<file path="config.mk">
export PLATFORM = sky130hd
export DESIGN_NAME = paddle_bbox_tracker
export DESIGN_NICKNAME = d
export VERILOG_FILES = /design/src/rtl/paddle_pkg.sv /design/src/rtl/paddle_bbox_tracker_bbox_accum.sv /design/src/rtl/paddle_bbox_tracker.sv
export SDC_FILE = /design/constraint.sdc
export NUM_CORES = 1
export LEC_CHECK = 0
export ABC_CLOCK_PERIOD_IN_PS = 6700
export BUFFER_PORTS_ARGS = -buffer_cell sky130_fd_sc_hd__buf_2
export CORE_ASPECT_RATIO = 1.1
export CORE_UTILIZATION = 40
export DETAILED_ROUTE_END_ITERATION = 8
export PLACE_DENSITY = 0.59
export SKIP_LAST_GASP = 1
export SYNTH_ARGS = -nofsm -noshare
export SYNTH_HDL_FRONTEND = slang
export SYNTH_SLANG_ARGS = --single-unit
export TNS_END_PERCENT = 20
</file>
<file path="constraint.sdc">
create_clock -name clk -period 6.7 [get_ports clk]
set_input_delay 1.675 -clock clk [delete_from_list [all_inputs] [get_ports clk]]
set_output_delay 1.675 -clock clk [all_outputs]
set_load 0.01 [all_outputs]
</file>
<file path="src/rtl/paddle_pkg.sv">
// Shared types and constants for the paddle bounding-box tracker.
// Colour encodings, the bounding-box record, tracker FSM states and
// centre-point helpers live here so the top and the accumulator agree.
package paddle_pkg;

  localparam int H_ACTIVE_DEF = 640;
  localparam int V_ACTIVE_DEF = 480;

  localparam int ROW_W = 11;
  localparam int COL_W = 12;

  localparam logic [1:0] ENC_NONE = 2'b00;
  localparam logic [1:0] ENC_C1   = 2'b01;
  localparam logic [1:0] ENC_C2   = 2'b10;
  localparam logic [1:0] ENC_BOTH = 2'b11;

  typedef struct packed {
    logic [ROW_W-1:0] row_min;
    logic [ROW_W-1:0] row_max;
    logic [COL_W-1:0] col_min;
    logic [COL_W-1:0] col_max;
  } bbox_t;

  localparam int BBOX_W = $bits(bbox_t);

  // Empty box: min at all-ones and max at zero so the first hit wins both.
  localparam bbox_t BBOX_EMPTY = {{ROW_W{1'b1}}, {ROW_W{1'b0}},
                                  {COL_W{1'b1}}, {COL_W{1'b0}}};

  typedef enum logic [1:0] {
    IDLE    = 2'd0,
    ACCUM   = 2'd1,
    PUBLISH = 2'd2
  } tracker_state_t;

  // Midpoint with one guard bit so min+max cannot wrap.
  function automatic logic [ROW_W-1:0] mid_row(input logic [ROW_W-1:0] a,
                                               input logic [ROW_W-1:0] b);
    logic [ROW_W:0] sum;
    sum = {1'b0, a} + {1'b0, b};
    return sum[ROW_W:1];
  endfunction

  function automatic logic [COL_W-1:0] mid_col(input logic [COL_W-1:0] a,
                                               input logic [COL_W-1:0] b);
    logic [COL_W:0] sum;
    sum = {1'b0, a} + {1'b0, b};
    return sum[COL_W:1];
  endfunction

endpackage

</file>
<file path="src/rtl/paddle_bbox_tracker_bbox_accum.sv">
// Per-colour bounding-box accumulator: running row/col min/max and a
// saturating hit counter. 'first' restarts the box with the current pixel,
// 'clear' empties it, 'hit' folds the current pixel in.
module bbox_accum
  import paddle_pkg::*;
#(
  parameter int CNT_W = 19
) (
  input  logic              clk,
  input  logic              rst_n,
  input  logic              clear,
  input  logic              first,
  input  logic              hit,
  input  logic [ROW_W-1:0]  row,
  input  logic [COL_W-1:0]  col,
  output logic [BBOX_W-1:0] bbox,
  output logic [CNT_W-1:0]  count
);

  bbox_t            bbox_reg, bbox_next, bbox_base;
  logic [CNT_W-1:0] count_reg, count_next, count_base;

  // Choose the starting point (fresh or running) then fold in a hit.
  always_comb begin
    bbox_base  = (clear || first) ? BBOX_EMPTY : bbox_reg;
    count_base = (clear || first) ? '0 : count_reg;
    bbox_next  = bbox_base;
    count_next = count_base;
    if (hit && !clear) begin
      if (row < bbox_base.row_min) bbox_next.row_min = row;
      if (row > bbox_base.row_max) bbox_next.row_max = row;
      if (col < bbox_base.col_min) bbox_next.col_min = col;
      if (col > bbox_base.col_max) bbox_next.col_max = col;
      if (count_base != '1) count_next = count_base + CNT_W'(1);
    end
  end

  // Accumulator state; reset leaves an empty box.
  always_ff @(posedge clk or negedge rst_n) begin
    if (!rst_n) begin
      bbox_reg  <= BBOX_EMPTY;
      count_reg <= '0;
    end else begin
      bbox_reg  <= bbox_next;
      count_reg <= count_next;
    end
  end

  assign bbox  = bbox_reg;
  assign count = count_reg;

endmodule

</file>
<file path="src/rtl/paddle_bbox_tracker.sv">
// Paddle bounding-box tracker. Takes the two-colour mask stream, builds a
// bounding box and pixel count per colour over each frame, and at frame end
// publishes a found flag and centre point per paddle.
// Optional: define PADDLE_BBOX_EXPORT_EN to also export the raw boxes on
// p1_bbox / p2_bbox.
module paddle_bbox_tracker
  import paddle_pkg::*;
#(
  parameter int H_ACTIVE   = H_ACTIVE_DEF,
  parameter int V_ACTIVE   = V_ACTIVE_DEF,
  parameter int CNT_W      = 19,
  parameter int MIN_PIXELS = 64
) (
  input  logic        clk,
  input  logic        rst_n,
  input  logic        pix_valid,
  input  logic        enc_valid,
  input  logic [1:0]  color_enc,
  input  logic [10:0] row,
  input  logic [11:0] col,
  output logic        result_valid,
  output logic        p1_found,
  output logic [10:0] p1_row_c,
  output logic [11:0] p1_col_c,
  output logic        p2_found,
  output logic [10:0] p2_row_c,
  output logic [11:0] p2_col_c,
  output logic        frame_err
`ifdef PADDLE_BBOX_EXPORT_EN
  ,
  output logic [45:0] p1_bbox,
  output logic [45:0] p2_bbox
`endif
);

  // Stage-0 pipeline: qualified pixel and its colour hits.
  logic             pix_in_range;
  logic [1:0]       hit_in;
  logic             s0_valid_reg;
  logic [1:0]       s0_hit_reg;
  logic             s0_first_reg;
  logic             s0_last_reg;
  logic [ROW_W-1:0] s0_row_reg;
  logic [COL_W-1:0] s0_col_reg;

  tracker_state_t   state_reg, state_next;
  logic             acc_clear, acc_first, acc_en, frame_abort;
  logic             publish;
  logic             frame_err_reg;

  logic [1:0]       found_out;
  logic [ROW_W-1:0] row_c_out [2];
  logic [COL_W-1:0] col_c_out [2];
`ifdef PADDLE_BBOX_EXPORT_EN
  logic [BBOX_W-1:0] bbox_out [2];
`endif

  assign pix_in_range = (int'(row) < V_ACTIVE) && (int'(col) < H_ACTIVE);
  // A disabled encoding reads as ENC_NONE.
  assign hit_in[0] = enc_valid && ((color_enc == ENC_C1) || (color_enc == ENC_BOTH));
  assign hit_in[1] = enc_valid && ((color_enc == ENC_C2) || (color_enc == ENC_BOTH));

  // Register the qualified pixel plus frame start/end markers.
  always_ff @(posedge clk or negedge rst_n) begin
    if (!rst_n) begin
      s0_valid_reg <= 1'b0;
      s0_hit_reg   <= 2'b00;
      s0_first_reg <= 1'b0;
      s0_last_reg  <= 1'b0;
      s0_row_reg   <= '0;
      s0_col_reg   <= '0;
    end else begin
      s0_valid_reg <= pix_valid && pix_in_range;
      s0_hit_reg   <= hit_in;
      s0_first_reg <= (row == '0) && (col == '0);
      s0_last_reg  <= (int'(row) == V_ACTIVE - 1) && (int'(col) == H_ACTIVE - 1);
      s0_row_reg   <= row;
      s0_col_reg   <= col;
    end
  end

  // Tracker state register.
  always_ff @(posedge clk or negedge rst_n) begin
    if (!rst_n) state_reg <= IDLE;
    else        state_reg <= state_next;
  end

  // Frame sequencing: start on (0,0), publish after the last pixel,
  // restart (and flag an error) on an early (0,0).
  always_comb begin
    state_next  = state_reg;
    acc_clear   = 1'b0;
    acc_first   = 1'b0;
    acc_en      = 1'b0;
    frame_abort = 1'b0;
    case (state_reg)
      IDLE: begin
        if (s0_valid_reg && s0_first_reg) begin
          acc_first  = 1'b1;
          acc_en     = 1'b1;
          state_next = ACCUM;
        end
      end
      ACCUM: begin
        if (s0_valid_reg) begin
          acc_en = 1'b1;
          if (s0_first_reg) begin
            acc_first   = 1'b1;
            frame_abort = 1'b1;
          end else if (s0_last_reg) begin
            state_next = PUBLISH;
          end
        end
      end
      PUBLISH: begin
        acc_clear  = 1'b1;
        state_next = IDLE;
      end
      default: state_next = IDLE;
    endcase
  end

  assign publish = (state_reg == PUBLISH);

  // Abort pulse is registered so it is a clean one-cycle strobe.
  always_ff @(posedge clk or negedge rst_n) begin
    if (!rst_n) frame_err_reg <= 1'b0;
    else        frame_err_reg <= frame_abort;
  end

  genvar gi;
  generate
    for (gi = 0; gi < 2; gi++) begin : g_color
      bbox_t            bb;
      logic [CNT_W-1:0] cnt;
      logic             found_now, found_reg;
      logic [ROW_W-1:0] row_c_now, row_c_reg;
      logic [COL_W-1:0] col_c_now, col_c_reg;

      bbox_accum #(.CNT_W(CNT_W)) u_accum (
        .clk   (clk),
        .rst_n (rst_n),
        .clear (acc_clear),
        .first (acc_first),
        .hit   (acc_en && s0_hit_reg[gi]),
        .row   (s0_row_reg),
        .col   (s0_col_reg),
        .bbox  (bb),
        .count (cnt)
      );

      assign found_now = (cnt >= CNT_W'(MIN_PIXELS));
      assign row_c_now = found_now ? mid_row(bb.row_min, bb.row_max) : '0;
      assign col_c_now = found_now ? mid_col(bb.col_min, bb.col_max) : '0;

      // Hold the published result until the next frame completes.
      always_ff @(posedge clk or negedge rst_n) begin
        if (!rst_n) begin
          found_reg <= 1'b0;
          row_c_reg <= '0;
          col_c_reg <= '0;
        end else if (publish) begin
          found_reg <= found_now;
          row_c_reg <= row_c_now;
          col_c_reg <= col_c_now;
        end
      end

      // During PUBLISH the fresh values are shown alongside result_valid.
      assign found_out[gi] = publish ? found_now : found_reg;
      assign row_c_out[gi] = publish ? row_c_now : row_c_reg;
      assign col_c_out[gi] = publish ? col_c_now : col_c_reg;

`ifdef PADDLE_BBOX_EXPORT_EN
      logic [BBOX_W-1:0] bbox_now, bbox_reg;
      assign bbox_now = found_now ? bb : '0;

      // Exported box follows the same publish/hold timing as the centres.
      always_ff @(posedge clk or negedge rst_n) begin
        if (!rst_n)       bbox_reg <= '0;
        else if (publish) bbox_reg <= bbox_now;
      end

      assign bbox_out[gi] = publish ? bbox_now : bbox_reg;
`endif
    end
  endgenerate

  assign result_valid = publish;
  assign frame_err    = frame_err_reg;
  assign p1_found     = found_out[0];
  assign p1_row_c     = row_c_out[0];
  assign p1_col_c     = col_c_out[0];
  assign p2_found     = found_out[1];
  assign p2_row_c     = row_c_out[1];
  assign p2_col_c     = col_c_out[1];
`ifdef PADDLE_BBOX_EXPORT_EN
  assign p1_bbox      = bbox_out[0];
  assign p2_bbox      = bbox_out[1];
`endif

endmodule

</file>
## Yosys cells after proc, flatten, opt, wreduce, memory -nomap -nowiden

Cells that the tools add are included.

- Output and inout bits: 50
- Register bits: 209
- Bits of input ports: 29
- Logic and storage cells: 115

- $add $sub $neg: 6
- Magnitude comparators: 12
- Multiplexer cells: 41
- Eq/ne operators: 13
- Reduce and logical (&&, ||, !) cells: 19

Operator list:

| operator | count |
|---|---|
| 46-bit 2-to-1 mux | 4 |
| 19-bit 2-to-1 mux | 6 |
| 12-bit 2-to-1 mux | 8 |
| 11-bit 2-to-1 mux | 8 |
| 19-bit by 1-bit adder with 19-bit output, second input constant | 2 |
| 19-bit by 7-bit greater-or-equal comparator with 1-bit output, second input constant | 2 |
| 19-bit inequality test, second input constant | 2 |
| 12-bit by 12-bit adder with 13-bit output | 2 |
| 11-bit by 11-bit adder with 12-bit output | 2 |
| 12-bit greater-than comparator | 2 |
| 12-bit less-than comparator | 2 |
| 11-bit greater-than comparator | 2 |
| 11-bit less-than comparator | 2 |
| 12-bit by 11-bit equality test with 1-bit output, second input constant | 1 |
| 12-bit zero test | 1 |
| 12-bit by 10-bit less-than comparator with 1-bit output, second input constant | 1 |
| 11-bit by 10-bit equality test with 1-bit output, second input constant | 1 |
| 1-bit logical AND | 11 |
| 11-bit zero test | 1 |
| 11-bit by 9-bit less-than comparator with 1-bit output, second input constant | 1 |
| 1-bit 2-to-1 mux | 8 |
| 2-bit 2-to-1 mux | 4 |
| 2-bit inequality test, second input constant | 4 |
| 2-bit equality test, second input constant | 3 |
| other kinds (7) | 11 |

## Longest topological paths before layout

- Depth after elaboration: 8
- Mapped depth: 14
- Mapped depth without buffers: 12

## Hierarchy

Synthesis repeated with hierarchy kept, for this count alone.

- Cells, all modules: 1320
- Area, all modules: 12854.8 sq um

Modules (own cells, without submodules):

| module | cells an instance | seq. area each (sq um) | instances | area each (sq um) |
|---|---|---|---|---|
| paddle_bbox_tracker | 476 | 1976.9 | 1 | 4672.0 |
| bbox_accum at g_color[1].u_accum | 428 | 1655.3 | 1 | 4101.4 |
| bbox_accum at g_color[0].u_accum | 416 | 1655.3 | 1 | 4081.4 |

## Least setup slack after synthesis

No wires, ideal clock.

- Kind: register to output
- From: register g_color[0].u_accum.bbox_reg (netlist bit g_color[0].u_accum.bbox[36])
- To: output p1_row_c[9]
- Path buffers: 0
- Arrival time: 2.168 ns
- Setup slack: 2.857 ns
- Stages on the path, launching flop included: 9
- Cells stage by stage: dfstp_2 inv_1 fa_1 nand2b_1 a21oi_1 o31ai_1 a211oi_1 nor3_1 o31ai_1

- Longest elaborated chain between the ends: 3

Ends and longest elaborated chain:

| what | line | RTL |
|---|---|---|
| from (decl) | paddle_bbox_tracker_bbox_accum.sv:20 | `bbox_t bbox_reg, bbox_next, bbox_base;` |
| from (signal assigned) | paddle_bbox_tracker_bbox_accum.sv:44 | `bbox_reg <= bbox_next;` |
| 11-bit by 11-bit adder with 12-bit output | paddle_pkg.sv:40 | `sum = {1'b0, a} + {1'b0, b};` |
| 11-bit 2-to-1 mux | paddle_bbox_tracker.sv:153 | `assign row_c_now = found_now ? mid_row(bb.row_min, bb.row_max) : '0;` |
| 11-bit 2-to-1 mux | -- |  |
| to (decl) | paddle_bbox_tracker.sv:23 | `output logic [10:0] p1_row_c,` |

Every way passes these cells.

## Worst setup path in the final report

- From: register state_reg[0]
- To: output p1_row_c[9]

- Longest elaborated chain between the ends: 2

Ends and longest elaborated chain:

| what | line | RTL |
|---|---|---|
| from (decl) | paddle_bbox_tracker.sv:46 | `tracker_state_t state_reg, state_next;` |
| from (signal assigned) | paddle_bbox_tracker.sv:85 | `else state_reg <= state_next;` |
| 2-bit equality test | paddle_bbox_tracker.sv:123 | `assign publish = (state_reg == PUBLISH);` |
| 11-bit 2-to-1 mux | -- |  |

Every way passes these cells.

==> flow_metrics.env <==
export IMPL_post_route_drc_count=0
export IMPL_insertion_delay_ps=530
export IMPL_grt_setup_unrepaired="no"
export IMPL_synth_seq_cells=209
export IMPL_powerDensity_nw_per_um2=193
export IMPL_clk_pin_slew_worst_paths_ps=60
export IMPL_first_pass_iters=5
export IMPL_synth_edf_count=0
export IMPL_fmax_ghz=0.200
export IMPL_synth_top_family_by_area="simple AND/OR/NAND/NOR gates"
export IMPL_reg2reg_from="state_reg[0]"
export IMPL_placed_cells=1676
export IMPL_layoutNonFillerInstCount=1721
export IMPL_ir_worst_vdd_uv=155
export IMPL_endpoint_kind="output pin"
export IMPL_worstPathArrival_ps=3320
export IMPL_die_area_um2=31400
export IMPL_synth_area_per_cell_um2=10.1
export IMPL_clk_path_buf_depth=3
export IMPL_maxSlewViolCount=0
export IMPL_min_period_ps=5000
export IMPL_synth_compound_area_frac=0.117
export IMPL_syn_num_nets=1377
export IMPL_finalCritPeriodShare=0.746
export IMPL_status="complete, no violations"
export IMPL_drive_gt1_frac=0.155
export IMPL_wl_per_cell_um=18.3
export IMPL_cts_root_buf="clkbuf_16"
export IMPL_port_buffer_count=78
export IMPL_place_gp_congestion=0.835
export IMPL_crit_chain="nand2b_2 > buf_4 > a31oi_2 > inv_2 > o31ai_1 > buf_2"
export IMPL_hp_class="register to register"
export IMPL_grt_max_degree=108
export IMPL_synth_simple_area_share=0.168
export IMPL_num_vias=9451
export IMPL_ys_types=74
export IMPL_io_pins=79
export IMPL_antenna_found_initial=0
export IMPL_finalSetupTns_ps=0
export IMPL_final_cell_mix="dfrtp_1 (163), ha_1 (132), nand2_1 (124), nor2_1 (101), mux2i_1 (88)"
export IMPL_final_common_cell="dfrtp_1"
export IMPL_postLayoutCellArea_um2=13900
export IMPL_final_util=0.465
export IMPL_grt_pass1_wl_mm=50.9
export IMPL_cp_num_buf_inv=3
export IMPL_ctsHoldBuffers=0
export IMPL_coreArea_um2=29900
export IMPL_worstSetupPathType="register to output pin"
export IMPL_tightest_slew_ps=980
export IMPL_synthFlopType="dfrtp_1"
export IMPL_critPathMaxStageDelay_ps=600
export IMPL_drtIter0Drc=577
export IMPL_die_w_um=169
export IMPL_maxCapViolations=0
export IMPL_track_usage=0.206
export IMPL_die_h_um=186
export IMPL_fillers=2860
export IMPL_synthAdderAreaFrac=0.141
export IMPL_rows=66
export IMPL_seqCellArea_um2=5290
export IMPL_multi_input_area_um2=6630
export IMPL_cts_resized=0
export IMPL_antenna_cells=0
export IMPL_worstHoldPathCells=2
export IMPL_syn_inst=1212
export IMPL_viasPerCell=5.49
export IMPL_ant_nets=0
export IMPL_crit_path_start_kind="register"
export IMPL_htreeDepth=1
export IMPL_relSlewSlack=0.345
export IMPL_nets=1460
export IMPL_largest_reg_flops=92
export IMPL_cp_startpoint="state_reg[0]"
export IMPL_gr_total_overflow=0
export IMPL_ys_async_sr_fraction=1.00
export IMPL_dpl_instance_area_um2=13100
export IMPL_yosysWarnings=0
export IMPL_synth_xor_area_share=0.0342
export IMPL_crit_required_ps=5030
export IMPL_min_from="g_color[0].found_reg"
export IMPL_syn_to_final_growth_pct=13.1
export IMPL_post_cts_buffers=0
export IMPL_routed_wirelength_mm=31.5
export IMPL_cp_num_cells=6
export IMPL_crit_family="buffers and inverters"
export IMPL_cts_tree="done"
export IMPL_netlist_area_um2=12300
export IMPL_final_setup_viol_count=0
export IMPL_grt_pass1_vias=9383
export IMPL_worst_path_max_fanout=32
export IMPL_hold_violations=0
export IMPL_clkSinkCount=209
export IMPL_worst_clock_skew_ps=10.5
export IMPL_cts_buffers=25
export IMPL_synthMuxAreaShare=0.0772
export IMPL_ff2ff_path_depth=9
export IMPL_yosysSeqAreaShare=0.430
export IMPL_slowest_stage="nand2b_2"
export IMPL_p_leak_nw=6.51
export IMPL_dp_hpwl_mm=23.4
export IMPL_initial_core_util=0.411
[Yosys cell counts (3+ instances only)]
master,count,area [um^2]
and4_1,10,87.6
o21ai_0,52,260
nor3_1,19,95.1
or4_1,4,30.0
xnor2_1,20,175
nor2_1,101,379
a21o_1,6,45.0
o21bai_1,3,22.5
inv_1,54,203
a32o_1,9,90.1
mux2i_1,88,881
nor2b_1,7,43.8
nand2b_1,15,93.8
ha_1,132,1650
clkbuf_1,19,71.3
a221oi_1,3,26.3
nand3b_1,3,22.5
o211ai_1,7,52.6
a31o_2,4,35.0
mux2_2,6,67.6
nor4_2,3,37.5
and2_1,9,56.3
xor2_1,28,245
nand3_1,29,145
nor4_1,12,75.1
and3_1,18,113
nand4_1,35,219
buf_6,3,33.8
or3_1,8,50.1
a31oi_1,3,18.8
a22o_1,15,131
o31ai_1,8,60.1
nand2_1,124,465
buf_2,6,30.0
dfrtp_1,163,4080
dfstp_2,46,1210
a211oi_1,8,60.1
buf_4,3,22.5
fa_1,4,80.1
o21a_1,9,67.6
a21oi_1,76,380
[metal layers]
layer	global-route usage	wire length [um]
met2	0.315	13500
met3	0.0298	1680
met4	0.0353	376
met1	0.310	15900
met5	0	0
[power breakdown]
| part | switching, mW | internal, mW | total (mW) |
|---|---|---|---|
| registers | 0.0190 | 1.27 | 1.29 |
| clock network | 0.529 | 0.740 | 1.27 |
| logic | 0.0781 | 0.0406 | 0.119 |
| total | 0.627 | 2.05 | 2.68 |
[cells by family (layout without fill, tap and decap cells)]
| logic type | count (synthesis) | after routing |
|---|---|---|
| AOI/OAI and AO/OA | 223 | 223 |
| xor gates and xnor gates | 48 | 48 |
| adders and majority gates | 136 | 136 |
| buffers and inverters | 89 | 190 |
| DFF | 209 | 209 |
| muxes | 94 | 94 |
| and+or+nand+nor | 413 | 413 |
[per-stage QoR]
stage / hold WS [ps] / power, mW / setup slack (ps)
3_3_place_gp: 456 / 1.43 / 2310
3_5_place_dp: 457 / 1.43 / 2160
5_1_grt: 503 / 2.79 / 1470
4_1_cts: 472 / 2.72 / 1620
6_report: 468 / 2.68 / 1700
2_1_floorplan: 448 / 1.36 / 2860
[tightest hold or removal path, stage by stage (launching register included)]
cell and delay (ps):
dfrtp_1 320, nand2_1 40, nand2_1 70
[cell type report]
class	instances	area share
clock inverters	8	0.00324
inverters	56	0.0155
well taps	408	0.0368
clock buffers	37	0.0519
repair buffers	89	0.0347
multi-input cells	914	0.477
flip-flops and latches	209	0.381
[final timing paths]
kind | end | slack, ps
min in group asynchronous | g_color[1].u_accum.bbox[4] | 1230
setup / recovery | p1_row_c[9] | 1700
hold reg to reg | g_color[0].found_reg | 470
max in group asynchronous | s0_col_reg[9] | 4130
setup reg to reg | g_color[0].u_accum.bbox[12] | 2280
hold / removal | g_color[0].found_reg | 470
Note: power is estimated with default switching activity, not from simulation.
